$ cat src/rtl/freq_tick_gen_pkg.sv
// Shared constants for the tick generator: counter width, reset divisor and
// divisors for the standard board rates derived from the 50 MHz clock.
package freq_tick_pkg;

  localparam int CLK_HZ            = 50_000_000;
  localparam int CNT_W_DEFAULT     = 28;
  localparam int DEFAULT_DIV_VALUE = 25_000_000;

  // Divisor giving one tick per period of the requested tick rate.
  function automatic int hz_to_div(input int tick_hz);
    return CLK_HZ / tick_hz;
  endfunction

  localparam int DIV_MUX_95HZ  = hz_to_div(95);
  localparam int DIV_BLINK_2HZ = hz_to_div(2);
  localparam int DIV_TIMER_1HZ = hz_to_div(1);

endpackage

$ cat src/rtl/freq_tick_gen_tick_channel.sv
// One divider channel: up-counter, active and pending divisor, registered
// one-cycle tick and a square output that toggles on every tick.
module tick_channel
  import freq_tick_pkg::*;
#(
  parameter int CNT_W       = CNT_W_DEFAULT,
  parameter int DEFAULT_DIV = DEFAULT_DIV_VALUE
) (
  input  logic             clock_in,
  input  logic             reset,
  input  logic             enable,
  input  logic             sync_clear,
  input  logic             load_en,
  input  logic [CNT_W-1:0] load_value,
  output logic             tick,
  output logic             square,
  output logic             pending
);

  logic [CNT_W-1:0] count_reg, count_next;
  logic [CNT_W-1:0] div_reg, div_next;
  logic [CNT_W-1:0] pend_div_reg, pend_div_next;
  logic             pending_reg, pending_next;
  logic             tick_reg, tick_next;
  logic             square_reg, square_next;
  logic             halted;
  logic             terminal;

  assign halted   = (div_reg == '0);
  assign terminal = (count_reg == div_reg - CNT_W'(1));

  always_comb begin
    count_next    = count_reg;
    div_next      = div_reg;
    pend_div_next = pend_div_reg;
    pending_next  = pending_reg;
    tick_next     = 1'b0;
    square_next   = square_reg;

    if (sync_clear) begin
      count_next  = '0;
      square_next = 1'b0;
      if (load_en) begin
        div_next     = load_value;
        pending_next = 1'b0;
      end else if (pending_reg) begin
        div_next     = pend_div_reg;
        pending_next = 1'b0;
      end
    end else if (!enable || halted) begin
      // An idle channel has no period in flight, so a new divisor can land now.
      if (load_en) begin
        div_next     = load_value;
        count_next   = '0;
        pending_next = 1'b0;
      end else if (halted) begin
        count_next = '0;
      end
    end else if (terminal) begin
      count_next  = '0;
      tick_next   = 1'b1;
      square_next = ~square_reg;
      if (load_en) begin
        div_next     = load_value;
        pending_next = 1'b0;
      end else if (pending_reg) begin
        div_next     = pend_div_reg;
        pending_next = 1'b0;
      end
    end else begin
      count_next = count_reg + CNT_W'(1);
      if (load_en) begin
        pend_div_next = load_value;
        pending_next  = 1'b1;
      end
    end
  end

  always_ff @(posedge clock_in) begin
    if (reset) begin
      count_reg    <= '0;
      div_reg      <= CNT_W'(DEFAULT_DIV);
      pend_div_reg <= '0;
      pending_reg  <= 1'b0;
      tick_reg     <= 1'b0;
      square_reg   <= 1'b0;
    end else begin
      count_reg    <= count_next;
      div_reg      <= div_next;
      pend_div_reg <= pend_div_next;
      pending_reg  <= pending_next;
      tick_reg     <= tick_next;
      square_reg   <= square_next;
    end
  end

  assign tick    = tick_reg;
  assign square  = square_reg;
  assign pending = pending_reg;

endmodule

$ cat src/rtl/freq_tick_gen.sv
// Multi-channel programmable tick generator; ticks are clock enables for
// downstream timers, never clocks.
module freq_tick_gen
  import freq_tick_pkg::*;
#(
  parameter int NUM_CH      = 4,
  parameter int CNT_W       = CNT_W_DEFAULT,
  parameter int DEFAULT_DIV = DEFAULT_DIV_VALUE,
  parameter int SEL_W       = (NUM_CH > 1) ? $clog2(NUM_CH) : 1
) (
  input  logic              clock_in,
  input  logic              reset,
  input  logic [NUM_CH-1:0] ch_enable,
  input  logic              sync_clear,
  input  logic              div_load,
  input  logic [SEL_W-1:0]  div_sel,
  input  logic [CNT_W-1:0]  div_value,
  output logic [NUM_CH-1:0] tick,
  output logic [NUM_CH-1:0] square,
  output logic [NUM_CH-1:0] div_pending
);

  logic [NUM_CH-1:0] load_en;

  // Selects beyond NUM_CH match no channel, so such loads are dropped.
  for (genvar gi = 0; gi < NUM_CH; gi++) begin : g_ch
    assign load_en[gi] = div_load && (int'(div_sel) == gi);

    tick_channel #(
      .CNT_W      (CNT_W),
      .DEFAULT_DIV(DEFAULT_DIV)
    ) u_channel (
      .clock_in  (clock_in),
      .reset     (reset),
      .enable    (ch_enable[gi]),
      .sync_clear(sync_clear),
      .load_en   (load_en[gi]),
      .load_value(div_value),
      .tick      (tick[gi]),
      .square    (square[gi]),
      .pending   (div_pending[gi])
    );
  end

endmodule

$ cat config.mk
export PLATFORM = sky130hd
export DESIGN_NAME = freq_tick_gen
export DESIGN_NICKNAME = d
export VERILOG_FILES = /design/src/rtl/freq_tick_gen_pkg.sv /design/src/rtl/freq_tick_gen_tick_channel.sv /design/src/rtl/freq_tick_gen.sv
export SDC_FILE = /design/constraint.sdc
export NUM_CORES = 1
export LEC_CHECK = 0
export BUFFER_PORTS_ARGS = -buffer_cell sky130_fd_sc_hd__buf_2
export CORE_MARGIN = 2
export CORE_UTILIZATION = 65
export DETAILED_ROUTE_END_ITERATION = 8
export PLACE_DENSITY = 0.93
export REMOVE_ABC_BUFFERS = 1
export SETUP_SLACK_MARGIN = 0.02
export SLEW_MARGIN = 20
export SYNTH_ARGS = -nofsm -noshare
export SYNTH_HDL_FRONTEND = slang
export SYNTH_SLANG_ARGS = --single-unit
$ cat constraint.sdc
create_clock -name clock_in -period 8.5 [get_ports clock_in]
set_clock_uncertainty 0.05 [all_clocks]
set_input_delay 1.7 -clock clock_in [delete_from_list [all_inputs] [get_ports clock_in]]
set_output_delay 1.7 -clock clock_in [all_outputs]
set_load 0.1 [all_outputs]
# After elaboration in Yosys (flattened, before gate mapping)
# Cells that the tools add are included.
# op_classes
addsub,8
n_eq_ne,19
n_mux,60
bitwise_logic,13
reduce_logical,46
# ops
operator,n
$mux W28,40
$add A28 B1 Y28 const B,4
$eq A28 B28 Y1,4
$logic_not A28 Y1,4
$sub A28 B1 Y28 const B,4
$reduce_and A2 Y1,12
$mux W1,20
$reduce_and A4 Y1,4
$not A1 Y1,13
$ne A3 B1 Y1 const B,4
$ne A3 B2 Y1 const B,4
$reduce_bool A3 Y1,4
$reduce_or A3 Y1,4
$ne A2 B1 Y1 const B,4
$reduce_bool A2 Y1,4
$eq A2 B2 Y1 const B,2
$logic_and A1 B1 Y1,4
$logic_not A1 Y1,4
$logic_or A1 B1 Y1,4
$eq A2 B1 Y1 const B,1
$logic_not A2 Y1,1
$reduce_or A2 Y1,1
# totals
reg_bits,348
in_bits,38
output_inout_bits,12
elab_cells,170

# Logic depth before layout (Yosys ltp)
# depth
ltp_word,6
ltp_mapped,15
depth_no_buf,11

# Cells and area by module
# Synthesis repeated with hierarchy kept, for this count alone.
# unflattened
hier_cells,2932
hier_area_um2,23457.5
# by_module_without_submodules
module,instances,cells_each,area_per_inst_um2,seq_area_each_um2
tick_channel (g_ch[0].u_channel ...),2,743,5977.0,1741.7
tick_channel (g_ch[2].u_channel ...),2,721,5733.0,1741.7
freq_tick_gen,1,4,37.5,0.0

# Worst setup path after synthesis
# Ideal clock, no wire load.
# synth_path
kind,register to register
start,register g_ch[3].u_channel.div_reg[0]
end,register g_ch[3].u_channel.pend_div_reg[10]
setup_ns,0.128
t_arrival_ns,3.232
required_time_ns,8.322
path_slack_ns,5.090
stages_incl_launch_ff,15
path_buffers,3
period_less_slack_ns,3.410
cell_sequence,dfxtp_1 -> clkbuf_1 -> inv_1 -> ha_1 -> nor3b_1 -> nand3_1 -> o211ai_1 -> or3b_1 -> o211ai_2 -> nor4_2 -> nor4b_1 -> buf_4 -> buf_6 -> mux2i_1 -> nor2_1
# synth_between
elab_chain_cells,4
elab_cells_between_ends,7
classes_between,add/sub: 1; eq/ne: 1; bitwise: 2; reduce/logical: 3
# synth_lines
element,line,text
"start, declared",freq_tick_gen_tick_channel.sv:21,"logic [CNT_W-1:0] div_reg, div_next;"
"start signal, assigned",freq_tick_gen_tick_channel.sv:82,div_reg <= CNT_W'(DEFAULT_DIV);
"start signal, assigned",freq_tick_gen_tick_channel.sv:89,div_reg <= div_next;
$sub A28 B1 Y28 / $logic_not A28 Y1 (equally long branches),"freq_tick_gen_tick_channel.sv:30, freq_tick_gen_tick_channel.sv:29",
$eq A28 B28 Y1 / $logic_or A1 B1 Y1 (equally long branches),"freq_tick_gen_tick_channel.sv:30, freq_tick_gen_tick_channel.sv:50",
$not A1 Y1 (no line),--,
$reduce_and A4 Y1 (no line) (*),--,
"end signal, assigned",freq_tick_gen_tick_channel.sv:90,pend_div_reg <= pend_div_next;
"end, declared",freq_tick_gen_tick_channel.sv:22,"logic [CNT_W-1:0] pend_div_reg, pend_div_next;"
# Mark *: on every way between the ends. The rest lies on a longest branch, timed or not.
# A chain may end at the register's enable or synchronous reset.

# Worst setup path in the final report
# layout_path
start,register g_ch[2].u_channel.div_reg[3]
end,register g_ch[2].u_channel.div_reg[10]
# layout_between
elab_chain_cells,4
elab_cells_between_ends,9
classes_between,add/sub: 1; eq/ne: 2; mux: 2; reduce/logical: 4
# layout_lines
element,line
"start, declared",freq_tick_gen_tick_channel.sv:21
"start signal, assigned",freq_tick_gen_tick_channel.sv:82
"start signal, assigned",freq_tick_gen_tick_channel.sv:89
$sub A28 B1 Y28 / $logic_not A28 Y1 (equally long branches),"freq_tick_gen_tick_channel.sv:30, freq_tick_gen_tick_channel.sv:29"
$eq A28 B28 Y1 / $logic_or A1 B1 Y1 (equally long branches),"freq_tick_gen_tick_channel.sv:30, freq_tick_gen_tick_channel.sv:50"
"$reduce_bool A3 Y1 (no line), or another cell as far along",--
$reduce_and A2 Y1 (no line) / $mux W28 (equally long branches),--
# Parallel ways exist; a longest one is shown, timed or not.

==> flow_summary.ini <==
[status]
status = finished clean

[synth]
synthAdderAreaFrac_pct = 0.493
yosysTopAreaCellShare_pct = 34.3
synth_ff_type = dfxtp_1
yosysMostFrequentCell = nor2_1
synth_area_mm2 = 0.0203
synth-async-reset-ratio_pct = 0
yosysTopAreaCell = dfxtp_1
synth-simple-area-share_pct = 25.1
synth_top_family_by_area = simple AND/OR/NAND/NOR gates
yosysUniqueCellTypes = 83
synth_compound_area_share_pct = 10.1
synth_mux_area_share_pct = 14.7
yosys_warnings = 0
synth_cells = 2471
syn_area_per_cell_um2 = 8.22
synthTopCellsByArea = dfxtp_1 (34%), mux2i_1 (14%), nor2_1 (6.7%)
seq_area_frac_synth_pct = 34.3
synth_commonest_cells = nor2_1 (361), dfxtp_1 (348), mux2i_1 (294), nand2_1 (189), clkbuf_1 (143)
synth_edf_count = 0
synth_xor_area_share_pct = 10.1
ys_ff_latch = 348

[detailed_routing]
first_pass_iters = 6
drt_wl_total_um = 54000
wl_per_cell_um = 19.3
routed_via_density = 6.48
drcViolationCount = 0
vias = 18100
drtIter0Drc = 1898
ant_nets = 0

[floorplan]
fp.dieH_um = 181
dieArea_mm2 = 0.0327
io_pins = 50
start_util_pct = 66.2
num_rows = 64
die_x_um = 181
core-area_mm2 = 0.0307

[clock_tree]
cts_buffers = 37
tritoncts = built
numClockSinks = 348
postCtsHoldBufs = 0
clkSlewWorstSetupHoldPaths_ns = 0.06
cts_resized = 0
postCtsSetupBuffers = 0
cts_root_buf = clkbuf_16
clk_path_buf_depth = 3
htree_num_levels = 2
clk_latency_ns = 0.54

[cells_and_area]
drive_gt1_share_pct = 7.29
fillCellCount = 2257
nets = 2421
regArea_mm2 = 0.00697
multiInputGateArea_mm2 = 0.0123
diodes = 0
syn2layout_area_growth_pct = 5.91

[pwr]
pwr-share-clk_pct = 41.2
switching_share_pct = 27.3
intPower_w = 0.00275
powerDensity_mw_per_mm2 = 176
leakagePower_nw = 7.79
combPwrFrac_pct = 12.4
ir_drop_v = 0.000162
pwr-share-seq_pct = 46.3
p_switching_w = 0.00103

[placed_design]
hpwl_um = 36300
io_buffers = 49
gp_congestion = 0.906

[critical_path]
path_cells = nor4_2, nand4_1, or4_1, a32oi_1, and4b_1, nand4_1, nand2_1, buf_4, nand2_1, a21oi_1
crit_start = g_ch[2].u_channel.div_reg[3]$_SDFFE_PP0P_
path_class = reg -> reg
cp-end-kind = flip-flop
worstPathArrival_ns = 5.02
crit_path_start_kind = flip-flop
worst_path_max_delay_cell = or4_1
r2r-start = g_ch[2].u_channel.div_reg[3]$_SDFFE_PP0P_
crit_required_ns = 8.89
cp_max_fo = 44
cpPeakStageDelay_ns = 0.71

[worst_hold_path]
hold_start = g_ch[3].u_channel.pend_div_reg[8]$_SDFFE_PP0P_
hold_path.class = reg -> reg

[global_routing]
antenna_found_initial = 0
grt.overflow.total = 0
grt_first_pass_wirelength_um = 87100
first_global_vias = 17500
grt_max_degree = 127
grt_use_total_pct = 32.0

[timing]
worst_slew_pin_slew_ns = 1.04
slew-limit-headroom_pct = 30.6
finalSetupTns_ns = 0
period_minus_slack_ns = 4.63
fin_crit_sh_pct = 54.4
hold_violations = 0
setup_violations = 0
fmax_mhz = 216
rsz0062_at_grt = false
drv_slew = 0
whs_ns = 0.442

[run]
drv_cap = 0
==> final timing paths <==
path / cells past startpoint / slack [ns] / to
hold reg to reg: 2 / 0.44 / g_ch[3].u_channel.pend_div_reg[8]$_SDFFE_PP0P_
setup reg to reg: 10 / 3.87 / g_ch[2].u_channel.div_reg[10]$_SDFFE_PP0P_
setup / recovery: 10 / 3.87 / g_ch[2].u_channel.div_reg[10]$_SDFFE_PP0P_
hold / removal: 2 / 0.44 / g_ch[3].u_channel.pend_div_reg[8]$_SDFFE_PP0P_
==> through the flow <==
stage          utilization, %  instances  total power [W]  area (um^2)  setup WS, ns
2_1_floorplan               -       2267          0.00208        19300          1.44
3_3_place_gp             66.2       2730          0.00220        20300          4.11
3_5_place_dp             66.3       2731          0.00223        20300          4.05
4_1_cts                  70.0       2794          0.00378        21500          4.03
5_1_grt                  70.1       2795          0.00390        21500          3.49
6_report                 70.1       2795          0.00378        21500          3.87
==> cell families after synthesis <==
kind of cell    count (synthesis)
compound gates                323
xor+xnor                      233
fa+ha+maj                       8
buf+inv                       237
flops                         348
mux                           297
simple gates                 1025
==> power by group through the flow <==
stage | clock network [W] | logic, W | registers (W)
floorplan | 0 | 0.000313 | 0.00177
global placement | 0 | 0.000423 | 0.00178
detailed placement | 0 | 0.000448 | 0.00178
CTS | 0.00157 | 0.000456 | 0.00175
global route | 0.00163 | 0.000511 | 0.00176
finish | 0.00156 | 0.000470 | 0.00175
==> worst max-delay path, delay by kind of cell, from the launching register on <==
kind,cells,cell delay [ns]
flip-flops,1,0.39
AND/OR/NAND/NOR,7,3.23
AO/OA/AOI/OAI,2,0.42
buffers and inverters,1,0.43
==> layer usage <==
metal	global-route usage (%)	part of all wire, %	vias up
met1	40.1	40	8659
met2	53.3	47	775
li1	-	-	8484
met3	4.98	7.9	195
met4	16.3	4.9	0
met5	0	0	-
==> cell usage in the layout, fill, tap and decap left out, types with 8 or more instances in the layout <==
master	n
or4_1	19
or3_1	17
xnor2_1	108
nand4_1	51
nand2b_1	9
o31ai_1	11
and2_1	8
and4_1	10
nand3b_1	8
buf_4	18
mux2i_1	294
nor2_1	361
nor4_1	31
clkbuf_16	39
xor2_1	125
clkbuf_1	13
a31oi_1	33
nand3_1	88
or2_2	11
nor4_2	9
dfxtp_1	348
nand4b_1	9
ha_1	8
inv_1	32
buf_2	48
nor3_1	105
nor3b_1	11
o21ai_0	97
nand2_1	189
o211ai_1	20
and3_1	31
nor4b_1	11
a21oi_1	74
nor2b_1	14
==> area by class of cell <==
cell class | count | share of cell area [%]
timing repair buffer | 69 | 2.05
clock buffer | 59 | 5.21
inverter | 33 | 0.576
sequential | 348 | 32.4
multi-input combinational | 1886 | 57.3
tap | 396 | 2.30
clock inverter | 4 | 0.111
Note: power is estimated with default switching activity, not from simulation.
